`config.mk`:
```
export PLATFORM = sky130hd
export DESIGN_NAME = cic_interp_duc
export DESIGN_NICKNAME = d
export VERILOG_FILES = /design/src/rtl/cic_interp_duc.sv
export SDC_FILE = /design/constraint.sdc
export NUM_CORES = 1
export LEC_CHECK = 0
export ABC_AREA = 0
export CORE_UTILIZATION = 55
export CTS_CLUSTER_SIZE = 8
export DETAILED_ROUTE_END_ITERATION = 8
export PLACE_DENSITY_LB_ADDON = 0.08
export SYNTH_ARGS = -nofsm -noshare
export SYNTH_HDL_FRONTEND = slang
export SYNTH_SLANG_ARGS = --single-unit
export TNS_END_PERCENT = 5
```
`constraint.sdc`:
```
create_clock -name CLK -period 20.4 [get_ports CLK]
set_input_delay 3.06 -clock CLK [delete_from_list [all_inputs] [get_ports CLK]]
set_output_delay 3.06 -clock CLK [all_outputs]
set_load 0.02 [all_outputs]
```
`src/rtl/cic_interp_duc.sv`:
```
// Multichannel CIC interpolator for the DUC transmit path.
// Comb stages at the input rate, zero-stuff by R, integrators at the output rate,
// then arithmetic shift and saturation. Channels are time-multiplexed per frame.
module cic_interp_duc #(
    parameter int INPUT_WIDTH           = 16,
    parameter int MIDDLE_WIDTH          = 40,
    parameter int OUTPUT_WIDTH          = 16,
    parameter int CIC_NUMSECS           = 2,
    parameter int CIC_MAX_RATE          = 16,
    parameter int CIC_MAX_CHANNELS      = 2,
    parameter int CIC_CONFIG_DATA_WIDTH = 16
) (
    input  logic                                CLK,
    input  logic                                nRST,
    input  logic                                isConfig,
    output logic                                isConfigACK,
    output logic                                isConfigDone,
    input  logic [CIC_CONFIG_DATA_WIDTH-1:0]    Data_Config_In,
    input  logic signed [INPUT_WIDTH-1:0]       Data_In,
    input  logic                                Data_In_Valid,
    input  logic [3:0]                          Data_In_ChIdx,
    output logic                                Data_In_Ready,
    output logic signed [OUTPUT_WIDTH-1:0]      Data_Out,
    output logic                                Data_Out_Valid,
    output logic [3:0]                          Data_Out_ChIdx,
    output logic                                Data_In_Err
);

    localparam int RW = $clog2(CIC_MAX_RATE + 1);
    localparam int SW = $clog2(MIDDLE_WIDTH);
    localparam int CW = (CIC_MAX_CHANNELS > 1) ? $clog2(CIC_MAX_CHANNELS) : 1;
    localparam int CD = 1 << CW;

    localparam logic signed [MIDDLE_WIDTH-1:0] SAT_HI =
        {{(MIDDLE_WIDTH-OUTPUT_WIDTH+1){1'b0}}, {(OUTPUT_WIDTH-1){1'b1}}};
    localparam logic signed [MIDDLE_WIDTH-1:0] SAT_LO = ~SAT_HI;
    localparam logic [OUTPUT_WIDTH-1:0] OUT_MAX = {1'b0, {(OUTPUT_WIDTH-1){1'b1}}};
    localparam logic [OUTPUT_WIDTH-1:0] OUT_MIN = {1'b1, {(OUTPUT_WIDTH-1){1'b0}}};

    typedef enum logic {ST_IN, ST_OUT} stateT;

    stateT state, stateNext;

    logic [1:0]        cfgCnt;
    logic [4:0]        numCh;
    logic [RW-1:0]     rate;
    logic [SW-1:0]     scale;
    logic [3:0]        kCnt;
    logic [RW-1:0]     phase;
    logic [CW-1:0]     kIdx;
    logic              readyReg;

    logic signed [MIDDLE_WIDTH-1:0] combDly [CIC_NUMSECS][CD];
    logic signed [MIDDLE_WIDTH-1:0] integ   [CIC_NUMSECS][CD];
    logic signed [MIDDLE_WIDTH-1:0] combOut [CD];

    logic signed [MIDDLE_WIDTH-1:0] combIn  [CIC_NUMSECS+1];
    logic signed [MIDDLE_WIDTH-1:0] integIn [CIC_NUMSECS+1];
    logic signed [MIDDLE_WIDTH-1:0] shifted;
    logic [OUTPUT_WIDTH-1:0]        dataOutNext;

    logic [4:0]    numChCfg;
    logic [RW-1:0] rateCfg;
    logic [SW-1:0] scaleCfg;

    logic cfgTake, cfgLast, dataTake, accept, dropped;
    logic chLast, phLast, outStep, readyNext;

    assign kIdx          = kCnt[CW-1:0];
    assign Data_In_Ready = readyReg;

    // State register
    always_ff @(posedge CLK or negedge nRST) begin
        if (!nRST) state <= ST_IN;
        else       state <= stateNext;
    end

    // Next-state: leave ST_IN on the last channel accept, leave ST_OUT after R*NUMCH outputs
    always_comb begin
        stateNext = state;
        unique case (state)
            ST_IN:  if (accept && chLast) stateNext = ST_OUT;
            ST_OUT: if (chLast && phLast) stateNext = ST_IN;
            default: stateNext = ST_IN;
        endcase
    end

    // Output decode: strobes for config capture, sample accept/drop and output compute
    always_comb begin
        cfgTake   = (state == ST_IN) && isConfig;
        cfgLast   = cfgTake && (cfgCnt == 2'd2);
        dataTake  = (state == ST_IN) && readyReg && !isConfig && Data_In_Valid;
        accept    = dataTake && (Data_In_ChIdx == kCnt);
        dropped   = dataTake && (Data_In_ChIdx != kCnt);
        chLast    = ({1'b0, kCnt} == (numCh - 5'd1));
        phLast    = (phase == (rate - RW'(1)));
        outStep   = (state == ST_OUT);
        // Ready is registered so it reflects the state after this edge, staying low
        // while a config sequence is partially collected.
        readyNext = (stateNext == ST_IN) && (cfgTake ? cfgLast : (cfgCnt == 2'd0));
    end

    // Config word clamping
    always_comb begin
        if (Data_Config_In == '0)
            numChCfg = 5'd1;
        else if (Data_Config_In > CIC_CONFIG_DATA_WIDTH'(CIC_MAX_CHANNELS))
            numChCfg = 5'(CIC_MAX_CHANNELS);
        else
            numChCfg = 5'(Data_Config_In);

        if (Data_Config_In == '0)
            rateCfg = RW'(1);
        else if (Data_Config_In > CIC_CONFIG_DATA_WIDTH'(CIC_MAX_RATE))
            rateCfg = RW'(CIC_MAX_RATE);
        else
            rateCfg = RW'(Data_Config_In);

        if (Data_Config_In > CIC_CONFIG_DATA_WIDTH'(MIDDLE_WIDTH - 1))
            scaleCfg = SW'(MIDDLE_WIDTH - 1);
        else
            scaleCfg = SW'(Data_Config_In);
    end

    // Comb and integrator chains for the current channel, combinational within the cycle
    always_comb begin
        combIn[0] = {{(MIDDLE_WIDTH-INPUT_WIDTH){Data_In[INPUT_WIDTH-1]}}, Data_In};
        for (int unsigned j = 0; j < CIC_NUMSECS; j++)
            combIn[j+1] = combIn[j] - combDly[j][kIdx];

        integIn[0] = (phase == '0) ? combOut[kIdx] : '0;
        for (int unsigned j = 0; j < CIC_NUMSECS; j++)
            integIn[j+1] = integ[j][kIdx] + integIn[j];
    end

    // Output scaling: arithmetic shift then saturate to the output range
    always_comb begin
        shifted = integIn[CIC_NUMSECS] >>> scale;
        if (shifted > SAT_HI)
            dataOutNext = OUT_MAX;
        else if (shifted < SAT_LO)
            dataOutNext = OUT_MIN;
        else
            dataOutNext = shifted[OUTPUT_WIDTH-1:0];
    end

    // Datapath, config registers, counters and registered outputs
    always_ff @(posedge CLK or negedge nRST) begin
        if (!nRST) begin
            cfgCnt         <= '0;
            numCh          <= 5'd1;
            rate           <= RW'(1);
            scale          <= '0;
            kCnt           <= '0;
            phase          <= '0;
            readyReg       <= 1'b0;
            isConfigACK    <= 1'b0;
            isConfigDone   <= 1'b0;
            Data_In_Err    <= 1'b0;
            Data_Out       <= '0;
            Data_Out_Valid <= 1'b0;
            Data_Out_ChIdx <= '0;
            for (int unsigned c = 0; c < CD; c++) begin
                combOut[c] <= '0;
                for (int unsigned j = 0; j < CIC_NUMSECS; j++) begin
                    combDly[j][c] <= '0;
                    integ[j][c]   <= '0;
                end
            end
        end else begin
            readyReg       <= readyNext;
            isConfigACK    <= cfgTake;
            isConfigDone   <= cfgLast;
            Data_In_Err    <= dropped;
            Data_Out_Valid <= outStep;

            if (cfgTake) begin
                unique case (cfgCnt)
                    2'd0:    numCh <= numChCfg;
                    2'd1:    rate  <= rateCfg;
                    default: scale <= scaleCfg;
                endcase
                cfgCnt <= cfgLast ? 2'd0 : cfgCnt + 2'd1;
                // Any partially collected frame is abandoned at the first config word.
                kCnt   <= '0;
                phase  <= '0;
                if (cfgLast) begin
                    for (int unsigned c = 0; c < CD; c++) begin
                        combOut[c] <= '0;
                        for (int unsigned j = 0; j < CIC_NUMSECS; j++) begin
                            combDly[j][c] <= '0;
                            integ[j][c]   <= '0;
                        end
                    end
                end
            end else if (accept) begin
                for (int unsigned j = 0; j < CIC_NUMSECS; j++)
                    combDly[j][kIdx] <= combIn[j];
                combOut[kIdx] <= combIn[CIC_NUMSECS];
                kCnt          <= chLast ? 4'd0 : kCnt + 4'd1;
                phase         <= '0;
            end else if (outStep) begin
                for (int unsigned j = 0; j < CIC_NUMSECS; j++)
                    integ[j][kIdx] <= integIn[j+1];
                Data_Out       <= dataOutNext;
                Data_Out_ChIdx <= kCnt;
                kCnt           <= chLast ? 4'd0 : kCnt + 4'd1;
                if (chLast)
                    phase <= phLast ? '0 : phase + RW'(1);
            end
        end
    end

endmodule

```
==> impl_metrics.xml <==
<?xml version="1.0" encoding="UTF-8"?>
<metrics>
  <group name="worst_setup_path">
    <metric name="r2r_end" unit="">Data_Out[1]</metric>
    <metric name="cpPeakStageDelay" unit="ps">820</metric>
    <metric name="path_max_fanout" unit="">39</metric>
    <metric name="critPathLaunchType" unit="">flop</metric>
    <metric name="required" unit="ps">20930</metric>
    <metric name="reg2reg_depth" unit="">37</metric>
    <metric name="critical_path.slowest_cell" unit="">sky130_fd_sc_hd__o41ai_4</metric>
    <metric name="cp-end-kind" unit="">flop</metric>
    <metric name="timing.reg2reg.setup_slack" unit="ps">9810</metric>
    <metric name="critPathArrivalTime" unit="ps">11120</metric>
    <metric name="critical_path_class" unit="">reg2reg</metric>
    <metric name="crit-reg2reg-launch" unit="">phase[0]</metric>
  </group>
  <group name="sta">
    <metric name="drv_slew" unit="">0</metric>
    <metric name="tightest_slew" unit="ps">1250</metric>
    <metric name="fmax" unit="GHz">0.0944</metric>
    <metric name="totalNegativeSetupSlack" unit="ps">0</metric>
    <metric name="final_critical_path_setup_slack" unit="ps">9810</metric>
    <metric name="setup_violations" unit="">0</metric>
    <metric name="period_minus_slack" unit="ps">10590</metric>
    <metric name="slew_headroom" unit="%">16.4</metric>
    <metric name="hold_viol_final" unit="">0</metric>
    <metric name="grt_setup_unrepaired" unit="">false</metric>
    <metric name="period_share" unit="%">51.9</metric>
    <metric name="finClkSkew" unit="ps">21.5</metric>
  </group>
  <group name="power">
    <metric name="irDropWorstVdd" unit="uV">94.8</metric>
    <metric name="power_density" unit="mW/mm^2">110</metric>
    <metric name="power_leakage" unit="nW">14.0</metric>
  </group>
  <group name="synthesis">
    <metric name="synth-seq-area-share" unit="%">36.8</metric>
    <metric name="cell_types_occupying_the_most_area_after_synthesis" unit="">sky130_fd_sc_hd__dfrtp_1 (37%), sky130_fd_sc_hd__a22o_1 (8.5%), sky130_fd_sc_hd__ha_1 (6.3%)</metric>
    <metric name="asyncSetResetFlopFracSynth" unit="%">100</metric>
    <metric name="synth_largest_type_area_fraction" unit="%">36.6</metric>
    <metric name="synth.avg_cell_area" unit="um^2">9.37</metric>
    <metric name="synth_most_common_cell" unit="">sky130_fd_sc_hd__dfrtp_1</metric>
    <metric name="prevailing_post_synth_register_cell" unit="">sky130_fd_sc_hd__dfrtp_1</metric>
    <metric name="synth_largest_area_cell" unit="">sky130_fd_sc_hd__dfrtp_1</metric>
    <metric name="synth_area" unit="mm^2">0.0275</metric>
    <metric name="synth_fp_nets" unit="">3123</metric>
    <metric name="synth.top_cells.by_count" unit="">sky130_fd_sc_hd__dfrtp_1 (403), sky130_fd_sc_hd__a22o_1 (267), sky130_fd_sc_hd__nand2_1 (242)</metric>
    <metric name="netlist_instances" unit="">2939</metric>
    <metric name="synthDistinctLibCells" unit="">103</metric>
    <metric name="yosys_register_bits" unit="">405</metric>
    <metric name="synthesis.yosys.warnings" unit="">0</metric>
    <metric name="synth-edff-count" unit="">0</metric>
  </group>
  <group name="drt">
    <metric name="wl_per_cell" unit="um">22.3</metric>
    <metric name="drt-total-wl" unit="um">80100</metric>
    <metric name="num_vias" unit="">23429</metric>
    <metric name="drt_drc_violations_left" unit="">0</metric>
    <metric name="routed_via_density" unit="">6.52</metric>
    <metric name="detailedRoute.firstIterationViolations" unit="">1735</metric>
    <metric name="residual_antenna_violating_net_count_after_detailed_routing" unit="">0</metric>
    <metric name="firstDrtPassIters" unit="">5</metric>
  </group>
  <group name="finish">
    <metric name="ratio_of_cells_with_drive_above_1_in_the_final_layout" unit="%">8.88</metric>
    <metric name="nets" unit="">3087</metric>
    <metric name="fillerInstances" unit="">4159</metric>
    <metric name="antenna-diode-count" unit="">0</metric>
    <metric name="area_growth_syn_to_layout" unit="%">9.69</metric>
  </group>
  <group name="worst_hold_path">
    <metric name="worst_hold_path.num_cells" unit="">2</metric>
    <metric name="min_delay_worst_endpoint" unit="">combDly[65]</metric>
    <metric name="hp-class" unit="">reg2reg</metric>
    <metric name="hold_startpoint" unit="">combDly[65]</metric>
  </group>
  <group name="clock_network">
    <metric name="cts_repair_resize_count" unit="">0</metric>
    <metric name="post-cts-setup-buffers" unit="">0</metric>
    <metric name="clock_insertion_delay_worst_skew" unit="ps">630</metric>
    <metric name="cts_max_path_buffers" unit="">3</metric>
    <metric name="htree_levels" unit="">2</metric>
    <metric name="root_buffer" unit="">sky130_fd_sc_hd__clkbuf_16</metric>
    <metric name="clkSlewWorstSetupHoldPaths" unit="ps">50</metric>
    <metric name="cts.sinks" unit="">405</metric>
    <metric name="numCtsBuffers" unit="">57</metric>
    <metric name="cts_hold_buffers" unit="">0</metric>
    <metric name="tritoncts" unit="">built</metric>
  </group>
  <group name="placement">
    <metric name="preCtsSetupSlack" unit="ps">10010</metric>
    <metric name="hpwl" unit="um">54900</metric>
    <metric name="gp_congestion" unit="">0.982</metric>
    <metric name="io_buffer_count" unit="">64</metric>
  </group>
  <group name="grt">
    <metric name="grt_max_degree" unit="">104</metric>
    <metric name="grt_remaining_overflow" unit="">0</metric>
    <metric name="first_pass_grt_wire_length" unit="um">127000</metric>
    <metric name="first_global_vias" unit="">22650</metric>
    <metric name="grt_antenna_before_repair" unit="">0</metric>
    <metric name="track_usage" unit="%">31.5</metric>
  </group>
  <group name="floorplan">
    <metric name="num_rows" unit="">81</metric>
    <metric name="num_io_pins" unit="">65</metric>
    <metric name="dieHeight" unit="um">226</metric>
    <metric name="initial_utilization" unit="%">56.0</metric>
    <metric name="core_area" unit="mm^2">0.0492</metric>
    <metric name="die_area" unit="mm^2">0.0510</metric>
    <metric name="fp.dieW" unit="um">226</metric>
  </group>
  <group name="flow_run">
    <metric name="max_cap_viol_count" unit="">0</metric>
  </group>
  <group name="outcome">
    <metric name="result_of_the_run" unit="">complete, no violations</metric>
  </group>
</metrics>
layout by cell type (no fill, tap or decap), types with 19 or more instances in the layout:
| cell type | count |
|---|---|
| sky130_fd_sc_hd__dfrtp_1 | 402 |
| sky130_fd_sc_hd__a22o_1 | 267 |
| sky130_fd_sc_hd__nand2_1 | 242 |
| sky130_fd_sc_hd__o21ai_0 | 208 |
| sky130_fd_sc_hd__nor2_1 | 201 |
| sky130_fd_sc_hd__a21oi_1 | 185 |
| sky130_fd_sc_hd__ha_1 | 138 |
| sky130_fd_sc_hd__mux2i_1 | 128 |
| sky130_fd_sc_hd__mux2_2 | 99 |
| sky130_fd_sc_hd__xnor2_1 | 74 |
| sky130_fd_sc_hd__nand3_1 | 70 |
| sky130_fd_sc_hd__inv_1 | 64 |
| sky130_fd_sc_hd__clkdlybuf4s50_1 | 63 |
| sky130_fd_sc_hd__a21o_1 | 60 |
| sky130_fd_sc_hd__clkbuf_16 | 58 |
| sky130_fd_sc_hd__nor3_1 | 49 |
| sky130_fd_sc_hd__xor2_1 | 47 |
| sky130_fd_sc_hd__nand2b_1 | 39 |
| sky130_fd_sc_hd__o211ai_1 | 36 |
| sky130_fd_sc_hd__a211oi_1 | 36 |
| sky130_fd_sc_hd__buf_4 | 30 |
| sky130_fd_sc_hd__nor2b_1 | 24 |
| sky130_fd_sc_hd__and3_1 | 23 |
| sky130_fd_sc_hd__clkbuf_1 | 23 |
| sky130_fd_sc_hd__nand4_1 | 22 |
| sky130_fd_sc_hd__and2_1 | 21 |
| sky130_fd_sc_hd__or3_1 | 20 |
| sky130_fd_sc_hd__nor4_1 | 19 |
layer usage:
layer / part of all wire, % / GRT usage (%)
met3: 4.8 / 3.54
met1: 45 / 43.2
met2: 47 / 51.2
met4: 3.3 / 11.9
met5: 0 / 0
metrics by stage:
stage          utilization [%]  hold WS, ps  power (W)  std cells  cell area [um^2]
5_1_grt                   61.5          494    0.00349       3593             30200
6_report                  61.5          471    0.00332       3593             30200
4_1_cts                   61.5          476    0.00332       3593             30200
2_1_floorplan                -          444    0.00198       2939             27500
3_3_place_gp              58.2          457    0.00240       3508             28600
3_5_place_dp              58.2          463    0.00242       3508             28600
flip-flops by register name, summed over array words and instances (netlist names):
| register | cells |
|---|---|
| Data_Out | 16 |
| cfgCnt | 2 |
| combDly | 112 |
| Data_In_Err | 1 |
| Data_In_Ready | 1 |
| rate | 5 |
| kCnt | 4 |
| Data_Out_ChIdx | 4 |
| integ | 160 |
| numCh | 5 |
| phase | 5 |
| combOut | 80 |
| isConfigDone | 1 |
| scale | 6 |
| isConfigACK | 1 |
| outStep | 1 |
| Data_Out_Valid | 1 |
where the power goes:
part,switching (W),total [W],internal [W]
clock,0.000360,0.000887,0.000527
combinational,0.000946,0.00145,0.000505
sequential,0.0000769,0.000986,0.000909
total,0.00138,0.00332,0.00194
final cells by class:
type	count	area (um^2)	area share (%)
Multi-Input combinational cell	2277	16500	54.5
Sequential cell	405	10100	33.6
Clock buffer	81	1540	5.09
Clock inverter	4	85.1	0.282
Timing Repair Buffer	95	891	2.95
Inverter	67	251	0.832
Tap cell	664	831	2.75
cell families (layout without fill, tap and decap cells):
family | after synthesis | in the layout | synth area share (%)
buffers and inverters | 257 | 247 | 3.64
DFF | 405 | 405 | 36.8
xor gates and xnor gates | 122 | 122 | 3.91
and+or+nand+nor | 778 | 778 | 13.4
adders and majority gates | 144 | 144 | 6.70
AOI/OAI and AO/OA | 989 | 989 | 25.5
muxes | 244 | 244 | 10.1
critical path, delay by kind of cell (launching register included):
kind | cells | cell delay (ps)
xor gates and xnor gates | 2 | 970
AOI/OAI and AO/OA | 20 | 5320
buffers and inverters | 3 | 420
DFF | 1 | 430
adders and majority gates | 4 | 1190
and+or+nand+nor | 8 | 2110
worst max-delay path by stage:
stage / startpoint / endpoint / slack (ps) / cells after the start
global route: phase[0] / Data_Out[1] / 9220 / 37
CTS: phase[0] / Data_Out[1] / 9980 / 37
finish: phase[0] / Data_Out[1] / 9810 / 37
detailed placement: phase[0] / Data_Out[2] / 10010 / 37
global placement: phase[0] / Data_Out[2] / 10160 / 37
floorplan: Data_In[0] / combOut[39] / 11500 / 35
Power figures use the tool's default switching activity.
